$ cat src/rtl/aes_pkg.sv
// Shared AES helpers: GF(2^8) arithmetic over x^8+x^4+x^3+x+1 and state types.
package aes_pkg;

    // Reduction term applied when xtime shifts a set bit out of bit 7.
    localparam logic [7:0] AES_POLY = 8'h1B;

    typedef logic [127:0] aes_state_t;
    typedef logic [31:0]  aes_col_t;

    // Multiply by x (0x02) in GF(2^8).
    function automatic logic [7:0] xtime(input logic [7:0] a);
        return {a[6:0], 1'b0} ^ (a[7] ? AES_POLY : 8'h00);
    endfunction

    // Multiply by one of the fixed MixColumns / InvMixColumns coefficients.
    // Built only from the xtime chain (2a, 4a, 8a) and XORs; with a constant
    // coefficient the case collapses to a small XOR network.
    function automatic logic [7:0] gf_mul(input logic [7:0] a, input logic [7:0] c);
        logic [7:0] x2;
        logic [7:0] x4;
        logic [7:0] x8;
        logic [7:0] r;
        x2 = xtime(a);
        x4 = xtime(x2);
        x8 = xtime(x4);
        case (c)
            8'h02:   r = x2;
            8'h03:   r = x2 ^ a;
            8'h09:   r = x8 ^ a;
            8'h0B:   r = x8 ^ x2 ^ a;
            8'h0D:   r = x8 ^ x4 ^ a;
            8'h0E:   r = x8 ^ x4 ^ x2;
            default: r = a;
        endcase
        return r;
    endfunction

endpackage

$ cat src/rtl/mix_columns_if.sv
// State-in / result-out bus of the MixColumns stage.
// Handshake: a transfer happens on every rising edge where in_valid=1; there is
// no ready, the stage never stalls. out_valid=1 marks a new result_state for
// exactly the cycle after its input was accepted.
interface mix_columns_if;
    import aes_pkg::*;

    logic       in_valid;
    logic       inverse;
    aes_state_t state;
    aes_state_t result_state;
    logic       out_valid;

    modport master (
        output in_valid,
        output inverse,
        output state,
        input  result_state,
        input  out_valid
    );

    modport slave (
        input  in_valid,
        input  inverse,
        input  state,
        output result_state,
        output out_valid
    );

endinterface

$ cat src/rtl/mix_single_column.sv
// Combinational MixColumns / InvMixColumns on one 32-bit column.
module mix_single_column
    import aes_pkg::*;
(
    input  aes_col_t i_col_in,
    input  logic     i_inverse,
    output aes_col_t o_col_out
);

    logic [7:0] w_a0;
    logic [7:0] w_a1;
    logic [7:0] w_a2;
    logic [7:0] w_a3;
    aes_col_t   w_fwd;
    aes_col_t   w_inv;

    // Row 0 sits in the most significant byte of the column.
    assign w_a0 = i_col_in[31:24];
    assign w_a1 = i_col_in[23:16];
    assign w_a2 = i_col_in[15:8];
    assign w_a3 = i_col_in[7:0];

    // Forward matrix {02,03,01,01} rotated per row, inverse matrix {0e,0b,0d,09}
    // rotated per row; both are evaluated and the mode bit picks one.
    always_comb begin
        w_fwd[31:24] = gf_mul(w_a0, 8'h02) ^ gf_mul(w_a1, 8'h03) ^ w_a2 ^ w_a3;
        w_fwd[23:16] = w_a0 ^ gf_mul(w_a1, 8'h02) ^ gf_mul(w_a2, 8'h03) ^ w_a3;
        w_fwd[15:8]  = w_a0 ^ w_a1 ^ gf_mul(w_a2, 8'h02) ^ gf_mul(w_a3, 8'h03);
        w_fwd[7:0]   = gf_mul(w_a0, 8'h03) ^ w_a1 ^ w_a2 ^ gf_mul(w_a3, 8'h02);

        w_inv[31:24] = gf_mul(w_a0, 8'h0E) ^ gf_mul(w_a1, 8'h0B)
                     ^ gf_mul(w_a2, 8'h0D) ^ gf_mul(w_a3, 8'h09);
        w_inv[23:16] = gf_mul(w_a0, 8'h09) ^ gf_mul(w_a1, 8'h0E)
                     ^ gf_mul(w_a2, 8'h0B) ^ gf_mul(w_a3, 8'h0D);
        w_inv[15:8]  = gf_mul(w_a0, 8'h0D) ^ gf_mul(w_a1, 8'h09)
                     ^ gf_mul(w_a2, 8'h0E) ^ gf_mul(w_a3, 8'h0B);
        w_inv[7:0]   = gf_mul(w_a0, 8'h0B) ^ gf_mul(w_a1, 8'h0D)
                     ^ gf_mul(w_a2, 8'h09) ^ gf_mul(w_a3, 8'h0E);

        o_col_out = i_inverse ? w_inv : w_fwd;
    end

endmodule

$ cat src/rtl/mix_columns.sv
// AES MixColumns / InvMixColumns round stage with a single output register.
// One result per clock, latency 1, no back-pressure.
module mix_columns
    import aes_pkg::*;
(
    input  logic         clk,
    input  logic         rst,
    mix_columns_if.slave bus
);

    aes_state_t w_result;
    aes_state_t r_result;
    logic       r_valid;

    // Column c occupies state[127-32c -: 32]; each gets its own column unit.
    for (genvar c = 0; c < 4; c++) begin : g_col
        mix_single_column u_col (
            .i_col_in  (bus.state[127-32*c -: 32]),
            .i_inverse (bus.inverse),
            .o_col_out (w_result[127-32*c -: 32])
        );
    end

    // Output register: reset wins, otherwise capture only qualified inputs so
    // an undriven state bus while idle never reaches the output.
    always_ff @(posedge clk) begin
        if (rst) begin
            r_result <= '0;
            r_valid  <= 1'b0;
        end else begin
            r_valid <= bus.in_valid;
            if (bus.in_valid) begin
                r_result <= w_result;
            end
        end
    end

    assign bus.result_state = r_result;
    assign bus.out_valid    = r_valid;

endmodule

$ cat src/flat_wrapper.sv
// flat-port wrapper written by rule: the top's interface ports become plain ports
module mix_columns_flat import aes_pkg::*;
  (clk, rst, bus_in_valid, bus_inverse, bus_state, bus_result_state, bus_out_valid);
  mix_columns_if bus_i ();
  input  logic clk;
  input  logic rst;
  input wire logic [$bits(bus_i.in_valid)-1:0] bus_in_valid;
  input wire logic [$bits(bus_i.inverse)-1:0] bus_inverse;
  input wire logic [$bits(bus_i.state)-1:0] bus_state;
  output wire logic [$bits(bus_i.result_state)-1:0] bus_result_state;
  output wire logic [$bits(bus_i.out_valid)-1:0] bus_out_valid;
  assign bus_i.in_valid = bus_in_valid;
  assign bus_i.inverse = bus_inverse;
  assign bus_i.state = bus_state;
  assign bus_result_state = bus_i.result_state;
  assign bus_out_valid = bus_i.out_valid;
  mix_columns u_core (.clk(clk), .rst(rst), .bus(bus_i));
endmodule
$ cat config.mk
export PLATFORM = sky130hd
export DESIGN_NAME = mix_columns_flat
export DESIGN_NICKNAME = d
export VERILOG_FILES = /design/src/rtl/aes_pkg.sv /design/src/rtl/mix_columns_if.sv /design/src/rtl/mix_single_column.sv /design/src/rtl/mix_columns.sv /design/src/flat_wrapper.sv
export SDC_FILE = /design/constraint.sdc
export NUM_CORES = 1
export LEC_CHECK = 0
export ABC_AREA = 1
export CORE_MARGIN = 3
export CORE_UTILIZATION = 30
export CTS_CLUSTER_DIAMETER = 50
export DETAILED_ROUTE_END_ITERATION = 7
export GPL_ROUTABILITY_DRIVEN = 1
export SLEW_MARGIN = 40
export SYNTH_ARGS = -nofsm -noshare
export SYNTH_HDL_FRONTEND = slang
export SYNTH_HIERARCHICAL = 1
export SYNTH_SLANG_ARGS = --single-unit
$ cat constraint.sdc
create_clock -name clk -period 5.4 [get_ports clk]
set_input_delay 1.08 -clock clk [delete_from_list [all_inputs] [get_ports clk]]
set_output_delay 1.08 -clock clk [all_outputs]
set_load 0.01 [all_outputs]
==> metrics, run 1 <==
hold slack 470 ps; Vias 27749; drt via density 4.73; FMAX 0.274 GHz; Switching Share 0.510; Post-CTS Setup Inserts 0; internal power 3.24 mW; synth unique cells 34; cell count after synthesis approximately 4600; H-Tree Level Count 4; final wirelength 101000 um; Worst Path Required 5840 ps; Logic pwr share 0.643; RSZ-0062 raised after global routing false; final period utilization 0.676; final setup fails 0; Reg clk slew, reported paths 70 ps; max cap viols 0; number of synthesized register bits 129; Reg2Reg Setup Slack around 4700 ps; Post-Syn Area 0.0263 mm^2; Post-CTS Hold Buffers 0; ANT nets after route 0; Critical path origin bus_state[15]; outcome finished clean; root buffer cell clkbuf_16; I/O pin count 261; sequential area share after synthesis 0.0983; Worst Tran Pin Value about 800 ps; static leakage power 15.8 nW; largest net degree at the start of global routing about 130; post-placement cell area approximately 0.029 mm^2; reg2reg path depth 2; Register Area 0.00258 mm^2; Final #Nets 4832; Fill cells 9629; Clk pwr share 0.187; post-route cell area 0.0297 mm^2; maximum VDD drop about 0.26 mV; Die Footprint between 0.09 and 0.1 mm^2; CTS resizes 0; total core area about 0.086 mm^2; CTS Buf Count 17; gp weighted congestion 0.976; PD cells 223 mW/mm^2; Relative slew margins 0.463; crit start category input pin; Die H 302 um; area of the multi-input gates 0.0204 mm^2; worst reg2reg startpoint u_core/bus.result_state[44]; setup TNS 0 ps; Die Width 302 um; critical path class in2reg; TritonRoute pass-1 iters 5; Iter 0 DRT Violations 2295; worst-skew pair later-pin latency 490 ps; crit end category register; Tightest Hold Check Type reg2reg; site row count 107; Clock Sinks 129; crit path DAT ~4100 ps; crit path max-delay cell type clkdlybuf4s50_1; first-pass GRT wire length approximately 150000 um; min cycle time layout about 3700 ps; Max Transition Viols Final 0; Critical Path Max Stage Delay 960 ps; Sw Pwr 3.38 mW; CTS max path bufs 2; hold wc startpoint u_core/bus.result_state[71]; Layout area overhead 12.9%; sequential power share 0.170; most frequent CP cell nand2_1; I/O Buffers 260; syn avg cell area roughly 5.7 um^2; starting density of the core 0.306; residual overflow from global routing 0; TritonCTS clock tree yes; Remaining DRCs 0; layout cell share with drive strength beyond 1 0.0605; DP HPWL 80000 um; Cell Chain, Critical Path clkdlybuf4s50_1 > inv_1 > nand2_1 > nand2_2 > inv_1 > nand2_1 > nand2_1 > nand2_1 > nand2_1 > nand2_1 > nand2_1 > nand2_1 > nand2_1 > nor2_1 > nor2_1 > inv_1 > nand2_1 > nand2_1 > nor2_1; clock skew 0 ps; crit path capture u_core/bus.result_state[19]; worst-path maximum fanout 13; Ys Warns 6; antenna violations before repair 5; routed len/inst 17.3 um; Hold Vio Cnt, Final 0; R2R Path End u_core/bus.result_state[44]; Tot GR Track Use 0.218; syn nets 4723; number of global-route vias before repair 25550
-- critical path: cells and delay by family --
| kind | cells | cell delay (ps) |
|---|---|---|
| buffers and inverters | 4 | 1580 |
| and+or+nand+nor | 15 | 1420 |
-- sequential cells by signal (all words and copies together) (netlist names) --
signal	count
u_core/bus.out_valid	1
u_core/bus.result_state	128
-- logic make-up after synthesis --
| group | synth area share |
|---|---|
| XOR/XNOR | 0.312 |
| buffers and inverters | 0.124 |
| AO/OA/AOI/OAI | 0.0305 |
| AND/OR/NAND/NOR | 0.435 |
| flip-flops | 0.0983 |
-- cell type report --
type                       instances  area share
multi-input combinational       3793       0.689
tap                             1144      0.0483
inverter                         470      0.0601
antenna                            5    0.000422
clock buffer                      17      0.0143
timing repair buffer             289      0.0957
clock inverter                    15     0.00553
sequential                       129      0.0871
-- cells in the final DEF (no fill, tap or decap), drive strengths merged, types with 72 or more instances in the layout --
master	count
clkdlybuf4s50	257
inv	475
nor2	329
xor2	544
o21ai	72
xnor2	304
nand3	336
dfxtp	129
nand2	2060
-- synth_stat cells --
cell type  number  share of area
inv_4           4        0.00095
inv_2          44         0.0063
a21oi_1        48         0.0091
nor2_1        329          0.047
buf_2          54          0.010
xnor2_1       292          0.097
dfxtp_1       129          0.098
nand2_4        20         0.0086
or2_1          12         0.0029
nand3b_1       12         0.0034
or2_2          32         0.0076
o22ai_1         8         0.0019
buf_1           4        0.00057
nand2_2        60          0.014
xor2_4         20          0.021
o21a_1          4         0.0011
xnor2_4        12          0.013
or2_0           4        0.00095
nand3_1       336          0.064
buf_4          65          0.019
clkinv_2        4        0.00076
a21o_1         12         0.0034
nand4_1         8         0.0019
clkbuf_2        4        0.00076
xor2_1        500           0.17
clkbuf_1       16         0.0023
xor2_2         24          0.015
o21bai_1        4         0.0011
buf_6          56          0.024
o21ai_1        12         0.0023
nand2_1      1980           0.28
inv_1         418          0.060
o21ai_0        60          0.011
and2_1          4        0.00095
-- routing by layer --
layer / GRT usage / share of wire / vias up
li1: - / - / 13946
met1: 0.283 / 0.43 / 12560
met2: 0.359 / 0.45 / 1061
met3: 0.0345 / 0.074 / 182
met4: 0.0947 / 0.040 / 0
met5: 0 / 0 / -
-- metrics by stage --
step | cells | utilization | worst slack (ps) | total power [mW]
2_1_floorplan | 4591 | - | 2920 | 4.18
6_report | 5862 | 0.345 | 1750 | 6.62
4_1_cts | 5856 | 0.345 | 1850 | 6.65
5_1_grt | 5862 | 0.345 | 1500 | 7.19
3_5_place_dp | 5824 | 0.338 | 1300 | 5.34
3_3_place_gp | 5824 | 0.338 | 1240 | 5.31
-- power groups by stage --
stage                     Sequential, mW  Clock, mW  Combinational (mW)
after floorplan                     1.18          0                3.00
after global placement              1.15          0                4.17
after detailed placement            1.15          0                4.20
after CTS                           1.13       1.30                4.22
after global routing                1.14       1.33                4.72
final                               1.12       1.24                4.26
-- worst min path at each step --
stage | to | cells after the start | slack, ps
6_report | u_core/bus.result_state[71] | 2 | 470
3_3_place_gp | u_core/bus.result_state[124] | 2 | 460
5_1_grt | u_core/bus.result_state[1] | 2 | 490
2_1_floorplan | u_core/bus.result_state[10] | 2 | 490
4_1_cts | u_core/bus.result_state[71] | 2 | 470
3_5_place_dp | u_core/bus.result_state[71] | 2 | 460
Note: power is estimated with default switching activity, not from simulation.
==> run 2, diff against run 1 <==
==> constraint.sdc (replaced) <==
create_clock -name clk -period 3.7 [get_ports clk]
set_input_delay 0.74 -clock clk [delete_from_list [all_inputs] [get_ports clk]]
set_output_delay 0.74 -clock clk [all_outputs]
set_load 0.01 [all_outputs]
==> metrics, run 2 (synthesis results as in run 1) <==
Tot GR Track Use 0.222; Iter 0 DRT Violations around 2300; most frequent CP cell nand2_1; Post-CTS Setup Inserts 0; residual overflow from global routing 0; I/O pin count around 260; RSZ-0062 raised after global routing false; CTS max path bufs 2; static leakage power about 16 nW; Remaining DRCs 0; critical path class in2reg; FMAX 0.348 GHz; Sw Pwr 4.89 mW; Reg2Reg Setup Slack 2910 ps; Max Transition Viols Final 0; Hold Vio Cnt, Final 0; CTS resizes 0; crit path DAT 3320 ps; setup TNS 0 ps; Fill cells 9690; PD cells 325 mW/mm^2; routed len/inst 17.3 um; pre-CTS setup slack 381 ps; most frequent cells in the layout 1980 x nand2_1, 500 x xor2_1, 416 x inv_1; TritonCTS clock tree yes; worst-path maximum fanout 8; layout cell share with drive strength beyond 1 0.0798; root buffer cell clkbuf_16; final wirelength 103000 um; site row count 107; total core area 0.0859 mm^2; clock skew 0 ps; Logic pwr share 0.640; Die Width 302 um; H-Tree Level Count 4; antenna violations before repair 2; largest net degree at the start of global routing 86; Clk pwr share 0.194; Final #Nets just under 5000; Largest register FFs 128; sequential power share 0.166; internal power ~5.0 mW; final period utilization 0.777; Switching Share 0.494; Die Footprint ~0.091 mm^2; max cap viols 0; crit path max-delay cell type clkdlybuf4s50_1; crit start category input pin; crit end category register; starting density of the core 0.306; first-pass GRT wire length 155000 um; Reg clk slew, reported paths 90 ps; Post-CTS Hold Buffers 0; final setup fails 0; DP HPWL about 83000 um; Layout area overhead 16.1%; Worst Path Required 4140 ps; CTS Buf Count 17; Relative slew margins 0.516; worst-skew pair later-pin latency 480 ps; Critical Path Max Stage Delay about 790 ps; Vias 27888; I/O Buffers 260; Worst Tran Pin Value between 700 and 800 ps; maximum VDD drop ~0.36 mV; min setup slack post-route 825 ps; drt via density 4.68; Clock Sinks 129; most common cell after layout, fill and taps aside nand2_1; min cycle time layout 2880 ps; TritonRoute pass-1 iters 6; Cell Chain, Critical Path clkdlybuf4s50_1 > inv_1 > nand2_1 > nand2_2 > xor2_2 > xnor2_1 > xor2_1 > nand2_1 > nand2_1 > inv_1 > nand2_1 > nand2_1 > nor2_1; Tightest Hold Check Type reg2reg; outcome finished clean; Die H ~300 um; gp weighted congestion about 1; number of global-route vias before repair 25583; ANT nets after route 0
[run 2: cell types whose count changed in the layout (fill, tap and decap cells not counted), sizes merged]
cell	change
buf	+99
bufinv	+3
diode	-3
clkinv	-2
clkbuf	+1
clkdlybuf4s50	+1
clkinvlp	-1
inv	-1
[run 2: area by class of cell]
| type | instances | area, um^2 | share of cell area |
|---|---|---|---|
| clock inverters | 14 | 193 | 0.00632 |
| multi-input cells | 3793 | 20400 | 0.670 |
| flip-flops and latches | 129 | 2580 | 0.0847 |
| well taps | 1144 | 1430 | 0.0469 |
| clock buffers | 18 | 429 | 0.0141 |
| repair buffers | 389 | 3650 | 0.120 |
| inverters | 470 | 1780 | 0.0584 |
| diodes | 2 | 5.00 | 0.000164 |
[run 2: power by group through the flow]
stage                     combinational, mW  sequential (mW)  clock, mW
after floorplan                        4.38             1.73          0
after global placement                 6.21             1.67          0
after detailed placement               6.25             1.67          0
after CTS                              6.28             1.64       2.01
after global routing                   7.04             1.66       2.05
final                                  6.34             1.64       1.92
[run 2: final timing paths]
kind,start,end,cells after the start
worst max-delay path,bus_state[37],u_core/bus.result_state[57],13
worst min-delay path,u_core/bus.result_state[3],u_core/bus.result_state[3],2
worst max register to register,u_core/bus.result_state[44],u_core/bus.result_state[44],2
worst min register to register,u_core/bus.result_state[3],u_core/bus.result_state[3],2
[run 2: critical path: cells and delay by family]
kind	cells	cell delay (ps)
and+or+nand+nor	7	680
buffers and inverters	3	1020
xor gates and xnor gates	3	890
[run 2: per-stage QoR]
stage,util,instance area (um^2),total power [mW],std cells,hold WS (ps)
3_5_place_dp,0.347,29900,7.93,5925,462
5_1_grt,0.355,30500,10.7,5959,488
3_3_place_gp,0.347,29800,7.88,5924,456
4_1_cts,0.355,30500,9.94,5957,470
2_1_floorplan,-,26300,6.11,4591,492
6_report,0.355,30500,9.90,5959,468
[run 2: metal layers]
metal	share of wire	vias to the layer above	global-route usage	wire (um)
li1	-	14123	-	-
met1	0.45	12563	0.297	45900
met2	0.45	1005	0.357	46200
met3	0.064	197	0.0322	6640
met4	0.041	0	0.0958	4260
met5	0	-	0	0
